## config.mk

```make
export PLATFORM = sky130hd
export DESIGN_NAME = gcd_scheduler
export DESIGN_NICKNAME = d
export VERILOG_FILES = /design/src/rtl/gcd_pkg.sv /design/src/rtl/gcd_rr_arbiter.sv /design/src/rtl/gcd_scheduler.sv
export SDC_FILE = /design/constraint.sdc
export NUM_CORES = 1
export LEC_CHECK = 0
export CORE_MARGIN = 1.5
export CORE_UTILIZATION = 45
export DETAILED_ROUTE_END_ITERATION = 8
export PLACE_DENSITY_LB_ADDON = 0.12
export SYNTH_ARGS = -nofsm -noshare
export SYNTH_HDL_FRONTEND = slang
export SYNTH_SLANG_ARGS = --single-unit
export TNS_END_PERCENT = 30
```

## constraint.sdc

```tcl
create_clock -name clk -period 8.2 [get_ports clk]
set_input_delay 0.82 -clock clk [delete_from_list [all_inputs] [get_ports clk]]
set_output_delay 0.82 -clock clk [all_outputs]
set_load 0.05 [all_outputs]
```

## src/rtl/gcd_pkg.sv

```systemverilog
// Shared FSM state encoding and default sizing for the gcd engine scheduler.
package gcd_pkg;

    typedef enum logic [2:0] {
        IDLE,
        START,
        LOAD_A,
        LOAD_B,
        WAIT,
        RESP
    } state_t;

    localparam int SIZE_DEF = 8;
    localparam int NREQ_DEF = 4;
    localparam int TMO_DEF  = 255;

endpackage

```

## src/rtl/gcd_rr_arbiter.sv

```systemverilog
// Combinational round-robin arbiter: grants the first requester at or after ptr, wrapping.
module gcd_rr_arbiter
    import gcd_pkg::*;
#(
    parameter int NREQ = NREQ_DEF,
    parameter int IDW  = 2
) (
    input  logic [NREQ-1:0] req,
    input  logic [IDW-1:0]  ptr,
    output logic [NREQ-1:0] grant,
    output logic [IDW-1:0]  grant_idx
);

    logic found;

    always_comb begin
        grant     = '0;
        grant_idx = '0;
        found     = 1'b0;
        // First pass covers ptr..NREQ-1, second pass wraps to 0..ptr-1.
        for (int unsigned i = 0; i < NREQ; i++) begin
            if (!found && req[i] && (i >= 32'(ptr))) begin
                grant[i]  = 1'b1;
                grant_idx = IDW'(i);
                found     = 1'b1;
            end
        end
        for (int unsigned i = 0; i < NREQ; i++) begin
            if (!found && req[i]) begin
                grant[i]  = 1'b1;
                grant_idx = IDW'(i);
                found     = 1'b1;
            end
        end
    end

endmodule

```

## src/rtl/gcd_scheduler.sv

```systemverilog
// Shares one serial-load gcd engine among NREQ requesters with round-robin arbitration.
// Optional WAIT timeout enabled by defining GCD_SCHED_TIMEOUT_EN.
module gcd_scheduler
    import gcd_pkg::*;
#(
    parameter int SIZE = SIZE_DEF,
    parameter int NREQ = NREQ_DEF,
    parameter int IDW  = 2,
    parameter int TMO  = TMO_DEF
) (
    input  logic                 clk,
    input  logic                 reset,
    input  logic [NREQ-1:0]      req_valid,
    output logic [NREQ-1:0]      req_ready,
    input  logic [NREQ*SIZE-1:0] req_a,
    input  logic [NREQ*SIZE-1:0] req_b,
    output logic                 rsp_valid,
    input  logic                 rsp_ready,
    output logic [SIZE-1:0]      rsp_data,
    output logic [IDW-1:0]       rsp_id,
    output logic                 rsp_err,
    output logic                 gcd_start,
    output logic                 gcd_reset,
    output logic [SIZE-1:0]      gcd_data_in,
    input  logic [SIZE-1:0]      gcd_data_out,
    input  logic                 gcd_done
);

    if (NREQ < 2 || NREQ > 8 || IDW < $clog2(NREQ) || TMO < 1) begin : g_bad_cfg
        $error("gcd_scheduler: unsupported NREQ/IDW/TMO combination");
    end

    state_t          state, state_nxt;
    logic [IDW-1:0]  rr_ptr;
    logic [NREQ-1:0] grant;
    logic [IDW-1:0]  grant_idx;
    logic [SIZE-1:0] sel_a, sel_b;
    logic [SIZE-1:0] op_a, op_b;
    logic            done_q;
    logic            done_edge;
    logic            tmo_hit;
    logic            bypass;

    gcd_rr_arbiter #(
        .NREQ (NREQ),
        .IDW  (IDW)
    ) u_arb (
        .req       (req_valid),
        .ptr       (rr_ptr),
        .grant     (grant),
        .grant_idx (grant_idx)
    );

    assign done_edge = gcd_done & ~done_q;
    assign bypass    = (sel_a == '0) || (sel_b == '0);

    always_comb begin
        sel_a = '0;
        sel_b = '0;
        for (int unsigned i = 0; i < NREQ; i++) begin
            if (grant[i]) begin
                sel_a = sel_a | req_a[i*SIZE +: SIZE];
                sel_b = sel_b | req_b[i*SIZE +: SIZE];
            end
        end
    end

`ifdef GCD_SCHED_TIMEOUT_EN
    localparam int CNT_W = ($clog2(TMO + 1) > 8) ? $clog2(TMO + 1) : 8;
    logic [CNT_W-1:0] tmo_cnt;

    always_ff @(posedge clk or negedge reset) begin
        if (!reset) begin
            tmo_cnt <= '0;
        end else if (state == WAIT) begin
            tmo_cnt <= tmo_cnt + 1'b1;
        end else begin
            tmo_cnt <= '0;
        end
    end

    assign tmo_hit = (state == WAIT) && !done_edge && (tmo_cnt == CNT_W'(TMO - 1));
`else
    assign tmo_hit = 1'b0;
`endif

    always_ff @(posedge clk or negedge reset) begin
        if (!reset) begin
            state <= IDLE;
        end else begin
            state <= state_nxt;
        end
    end

    always_comb begin
        state_nxt = state;
        req_ready = '0;
        gcd_start = 1'b0;
        rsp_valid = 1'b0;
        case (state)
            IDLE: begin
                if (|req_valid) begin
                    req_ready = grant;
                    state_nxt = bypass ? RESP : START;
                end
            end
            START: begin
                gcd_start = 1'b1;
                state_nxt = LOAD_A;
            end
            LOAD_A: state_nxt = LOAD_B;
            LOAD_B: state_nxt = WAIT;
            WAIT: begin
                if (done_edge || tmo_hit) state_nxt = RESP;
            end
            RESP: begin
                rsp_valid = 1'b1;
                if (rsp_ready) state_nxt = IDLE;
            end
            default: state_nxt = IDLE;
        endcase
    end

    always_ff @(posedge clk or negedge reset) begin
        if (!reset) begin
            rr_ptr      <= '0;
            op_a        <= '0;
            op_b        <= '0;
            rsp_data    <= '0;
            rsp_id      <= '0;
            rsp_err     <= 1'b0;
            gcd_data_in <= '0;
            gcd_reset   <= 1'b1;
            done_q      <= 1'b0;
        end else begin
            done_q    <= gcd_done;
            gcd_reset <= tmo_hit;
            case (state)
                IDLE: begin
                    if (|req_valid) begin
                        op_a    <= sel_a;
                        op_b    <= sel_b;
                        rsp_id  <= grant_idx;
                        rsp_err <= 1'b0;
                        if (sel_a == '0) begin
                            rsp_data <= sel_b;
                        end else if (sel_b == '0) begin
                            rsp_data <= sel_a;
                        end
                    end
                end
                // Loaded one cycle early so the bus shows A during LOAD_A and B during LOAD_B.
                START:  gcd_data_in <= op_a;
                LOAD_A: gcd_data_in <= op_b;
                WAIT: begin
                    if (done_edge) begin
                        rsp_data <= gcd_data_out;
                    end else if (tmo_hit) begin
                        rsp_data <= '0;
                        rsp_err  <= 1'b1;
                    end
                end
                RESP: begin
                    if (rsp_ready) begin
                        rr_ptr <= (rsp_id == IDW'(NREQ - 1)) ? '0 : rsp_id + 1'b1;
                    end
                end
                default: ;
            endcase
        end
    end

endmodule

```

# After elaboration in Yosys (flattened, before gate mapping)
# Index checks and enable logic that the tools add are counted.
# word_totals
elab_cells,104
regBits,41
# op_classes
mux,45
reduce_logical,28
addsub,1
n_eq_ne,10
bitwise,8
n_lt_le_gt_ge,3
# ops
operator,n
$mux W8,12
$or A8 B8 Y8,6
$pmux W8 S2,2
$pmux W3 S6,1
$mux W1,17
$logic_not A8 Y1,2
$mux W2,7
$mux W3,4
$logic_and A1 B1 Y1,10
$mux W4,2
$logic_not A1 Y1,7
$eq A3 B2 Y1 const B,2
$eq A3 B3 Y1 const B,2
$ne A2 B2 Y1 const B,3
$ge A1 B2 Y1 const A,2
$reduce_and A2 Y1,2
$reduce_and A4 Y1,1
$reduce_bool A2 Y1,2
$reduce_or A4 Y1,1
$eq A3 B1 Y1 const B,1
$logic_not A3 Y1,1
$ne A3 B3 Y1 const B,1
$reduce_and A3 Y1,1
$add A2 B1 Y2 const B,1
other kinds (5),5

# Longest topological paths before layout
# depth
ltp_word,32
depth_mapped,11
depth_no_buf,8

# By module
# Synthesis repeated with hierarchy kept, for this count alone.
# hier_totals
cells_unflattened,295
hier_area_um2,2573.7
# by_module_without_submodules
mod,cells_each,area_per_inst_um2,instances
gcd_scheduler,264,2364.8,1
gcd_rr_arbiter,31,209.0,1

# Worst setup path before layout
# OpenSTA, ideal clock, no wires.
# synth_path
path_type,input-to-reg
startpoint,input port req_valid[1]
endpoint,register rsp_data[0]
setup_slack_ns,5.098
arrival_time_ns,2.978
required_ns,8.075
stages,10
setup_ns,0.125
path_cell_list,buf_2 > nor2_1 > o21a_1 > o21a_1 > buf_2 > a222oi_1 > and4b_1 > nand4_1 > a31oi_4 > mux2_2
# synth_via
elab_chain_len,27
word_cells_on_any_way,52
cone_classes,eq/ne: 2; mux: 25; bitwise: 6; reduce/logical: 19
# synth_lines
item,line_no,text
from (decl),gcd_scheduler.sv:13,"input logic [NREQ-1:0] req_valid,"
$logic_and A1 B1 Y1 (2 in a row),gcd_rr_arbiter.sv:22,if (!found && req[i] && (i >= 32'(ptr))) begin
$mux W1,gcd_rr_arbiter.sv:22,
$logic_not A1 Y1,gcd_rr_arbiter.sv:22,
$logic_and A1 B1 Y1 (2 in a row),gcd_rr_arbiter.sv:22,
$mux W1,gcd_rr_arbiter.sv:22,
$logic_not A1 Y1,gcd_rr_arbiter.sv:22,
$logic_and A1 B1 Y1,gcd_rr_arbiter.sv:22,
$mux W1,gcd_rr_arbiter.sv:22,
(+9 left out),n/a,
$logic_not A1 Y1,gcd_rr_arbiter.sv:29,if (!found && req[i]) begin
$logic_and A1 B1 Y1,gcd_rr_arbiter.sv:29,
$mux W1,gcd_rr_arbiter.sv:29,
$mux W8,gcd_scheduler.sv:61,if (grant[i]) begin
$logic_not A8 Y1 or $mux W8 (tied branches),"gcd_scheduler.sv:145, gcd_scheduler.sv:147",
$mux W8,gcd_scheduler.sv:145,if (sel_a == '0) begin
$mux W8,gcd_scheduler.sv:140,if (|req_valid) begin
$pmux W8 S2,gcd_scheduler.sv:138,case (state)
to (signal assigned),gcd_scheduler.sv:146,rsp_data <= sel_b;
to (signal assigned),gcd_scheduler.sv:148,rsp_data <= sel_a;
to (signal assigned),gcd_scheduler.sv:157,rsp_data <= gcd_data_out;
to (decl),gcd_scheduler.sv:19,"output logic [SIZE-1:0] rsp_data,"
# Parallel ways exist; a longest one is shown, timed or not. The select of a mux whose other input is x is not followed.
# A chain may end at the register's enable or synchronous reset.

# Worst setup path in the final report
# layout_path
startpoint,input port req_valid[0]
endpoint,output port req_ready[3]
# layout_via
elab_chain_len,27
word_cells_on_any_way,29
cone_classes,mux: 11; reduce/logical: 18
# layout_lines
item,line_no,text
$logic_and A1 B1 Y1,gcd_rr_arbiter.sv:22,
$mux W1,gcd_rr_arbiter.sv:22,
$logic_not A1 Y1,gcd_rr_arbiter.sv:22,
$logic_and A1 B1 Y1 (2 in a row),gcd_rr_arbiter.sv:22,
$mux W1,gcd_rr_arbiter.sv:22,
$logic_not A1 Y1,gcd_rr_arbiter.sv:22,
$logic_and A1 B1 Y1 (2 in a row),gcd_rr_arbiter.sv:22,
$mux W1,gcd_rr_arbiter.sv:22,
(+9 left out),n/a,
$logic_not A1 Y1,gcd_rr_arbiter.sv:29,
$logic_and A1 B1 Y1,gcd_rr_arbiter.sv:29,
$mux W1,gcd_rr_arbiter.sv:29,
$logic_not A1 Y1,gcd_rr_arbiter.sv:29,
$logic_and A1 B1 Y1,gcd_rr_arbiter.sv:29,
$mux W1,gcd_rr_arbiter.sv:29,
$mux W4 *,gcd_scheduler.sv:102,if (|req_valid) begin
$mux W4 *,gcd_scheduler.sv:100,case (state)
to (decl),gcd_scheduler.sv:14,"output logic [NREQ-1:0] req_ready,"
# Mark *: on every way between the ends. The rest lies on a longest branch, timed or not.

==> impl_metrics.csv <==
group,metric,value,unit
global_route,grt_pass1_wl,12860,µm
setup_path,worstReg2RegEnd,"rsp_data[1]",
setup_path,critPathMaxFanout,15,
floorplanning,io_pins,106,
setup_path,cp.required,7380,ps
synth,yosys_warnings,0,
cts,root_buffer,"clkbuf_8",
worst_hold_path,hp-start,"op_b[7]",
setup_path,crit_arrival,3320,ps
final_layout,antenna_cells,0,
drt,wl_per_cell,16.84,µm
setup_path,worstReg2RegStart,"rr_ptr[1]",
drt,viasPerCell,5.824,
global_route,grtUsageTotal,26.48,%
place,gp_congestion,0.8994,
sta,final.min_clock_period,4145,ps
pwr,peakVddDrop,0.3286,mV
sta,max_slew.worst_pin.slew,923.2,ps
drt,vias,2708,
floorplanning,die_h,79.25,µm
outcome,status,"finished clean",
final_layout,drive_gt1_share,6.616,%
cts,postCtsSetupRepairBufs,0,
sta,tns,0,ps
place,portBuffers,104,
synth,synth_top_flop_cell,"dfrtp_1",
drt,drt_iter0_markers,209,
final_layout,final_cell_mix,"103 x clkdlybuf4s50_1, 40 x dfrtp_1, 34 x o21ai_0",
synth,synth_area,0.002616,mm²
floorplanning,core,0.005574,mm²
setup_path,path_cells,"clkdlybuf4s50_1 -> and2b_1 -> o21ai_1 -> and2_1 -> and2_1 -> clkdlybuf4s50_1",
global_route,grt_max_degree,42,
sta,whs,477.6,ps
sta,period_share,50.55,%
final_layout,area_delta_synth_final,43.47,%
pwr,power.leakage,1.533,nW
synth,seq_area_frac_synth,39.26,%
setup_path,cp_num_buf_inv,2,
sta,skew,7.977,ps
cts,cts_tree,"done",
drt,ant_nets,0,
cts,post_cts_resized,0,
place,hpwl,5948,µm
sta,setup_viol,0,
setup_path,crit_slowest_cell,"clkdlybuf4s50_1",
final_layout,layout_commonest_cell,"clkdlybuf4s50_1",
cts,clock_tree.buffer_depth,2,
synth,synthesis.instances,306,
global_route,antenna_found_initial,0,
cts,htreeDepth,2,
cts,clock_latency,290,ps
floorplanning,die_area,0.006281,mm²
sta,final_max_slew_viol_count,0,
setup_path,crit_path_max_incr_delay,790,ps
final_layout,nets,473,
drt,drc,0,
synth,yosysUniqueCellTypes,58,
setup_path,reg2reg_slack,5000,ps
drt,wl,7829,µm
setup_path,critPathKind,"primary input to output port",
worst_hold_path,min_path_type,"register to register",
setup_path,worst_setup_path_end_kind,"output port",
setup_path,cpLargestDelayFamily,"buffers and inverters",
sta,rsz0062_at_grt,"false",
drt,first_pass_iters,7,
worst_hold_path,holdPathStages,2,
floorplanning,dieWidth,79.25,µm
global_route,grt_pass1_vias,2588,
floorplanning,fp-row-count,27,
setup_path,start_kind,"primary input",
flow_run,cap_violations,0,
synth,postSynthAreaPerCell,8.550,µm²
cts,cts.reportedPaths.clkPinSlew,80,ps
synth,synth_edf_count,0,
synth,async_flop_share,100.0,%
cts,cts_sinks,41,
setup_path,rr_worst_depth,8,
floorplanning,initial_core_util,46.94,%
final_layout,fin_util,67.34,%
worst_hold_path,hold-path-endpoint,"op_b[7]",
pwr,powerDensity,374.8,mW/mm²
sta,fmax,0.2413,GHz
sta,slew_headroom,38.45,%
sta,hold_viol_final,0,
cts,numCtsBuffers,5,
global_route,grt_remaining_overflow,0,
setup_path,path_depth,6,
cts,hold_buffers,0,
synth,ys_seq_elements,41,
==> flip-flops by register name, summed over array words and instances, names as in the netlist <==
name and cells:
rr_ptr 2, done_q 1, state 3, op_a 8, op_b 8, gcd_data_in 8, rsp_id 2, gcd_reset 1
rsp_data 8
==> metal layers <==
| layer | part of all wire [%] | vias up | routed length [µm] | GRT usage, % |
|---|---|---|---|---|
| met5 | 0 | - | 0 | 0 |
| met4 | 1.8 | 0 | 140 | 8.246 |
| met3 | 3.9 | 12 | 306 | 4.138 |
| met2 | 50 | 78 | 3905 | 44.70 |
| met1 | 44 | 1310 | 3477 | 34.81 |
| li1 | - | 1308 | - | - |
==> cell type report <==
| cell class | count | area (µm²) |
|---|---|---|
| multi-input cells | 232 | 1433 |
| well taps | 72 | 90.09 |
| clock buffers | 5 | 68.82 |
| clock inverters | 3 | 65.06 |
| repair buffers | 105 | 1044 |
| inverters | 7 | 26.28 |
| fillers | 486 | 1821 |
| flip-flops and latches | 41 | 1027 |
==> kinds of logic (layout without fill, tap and decap cells) <==
kind of cell,count (synthesis),count (layout),synth area share (%)
AO/OA/AOI/OAI,112,112,28.65
XOR/XNOR,1,1,0.3348
adder cells (fa/ha/maj),1,1,0.4782
buffers and inverters,34,120,6.121
flip-flops,41,41,39.26
multiplexers,10,10,4.256
other,1,2,0.1433
AND/OR/NAND/NOR,106,106,20.76
==> stage by stage <==
| step | power, mW | setup WS (ps) | std cells | area (µm²) |
|---|---|---|---|---|
| final | 1.407 | 4055 | 465 | 3754 |
| after CTS | 1.408 | 4060 | 465 | 3754 |
| after global placement | 1.202 | 4089 | 457 | 3620 |
| after global routing | 1.516 | 3887 | 465 | 3754 |
| after floorplan | 0.9737 | 5098 | 307 | 2620 |
| after detailed placement | 1.214 | 4055 | 457 | 3620 |
==> tightest hold or removal path, delay by kind of cell, from the launching register on <==
family / cells / cell delay (ps)
AO/OA/AOI/OAI: 1 / 60
flip-flops: 1 / 340
AND/OR/NAND/NOR: 1 / 50
==> worst max path at each step <==
stage                             from           end  slack (ps)
after floorplan           req_valid[1]   rsp_data[0]        5100
after global placement    req_valid[0]  req_ready[2]        4090
after detailed placement  req_valid[0]  req_ready[2]        4060
after CTS                 req_valid[0]  req_ready[2]        4060
after global routing      req_valid[0]  req_ready[2]        3890
final                     req_valid[0]  req_ready[3]        4060
==> Yosys cell counts (all sizes together), types with 7 or more instances <==
cell	count	area, µm²
inv	7	26.28
nor2	28	105.1
dfrtp	40	1001
clkbuf	18	67.56
o21ai	35	175.2
mux2	9	101.4
nand2	27	101.4
a222oi	11	110.1
o22ai	8	50.05
a21boi	7	52.55
or3	9	56.30
a21oi	22	110.1
and2	11	71.32
buf	9	66.31
==> power breakdown <==
| group | internal, mW | total (mW) | switching, mW |
|---|---|---|---|
| Sequential | 0.298 | 0.409 | 0.111 |
| Combinational | 0.320 | 0.808 | 0.488 |
| Clock | 0.121 | 0.191 | 0.0696 |
No activity file was read; power rests on OpenSTA's default activity.
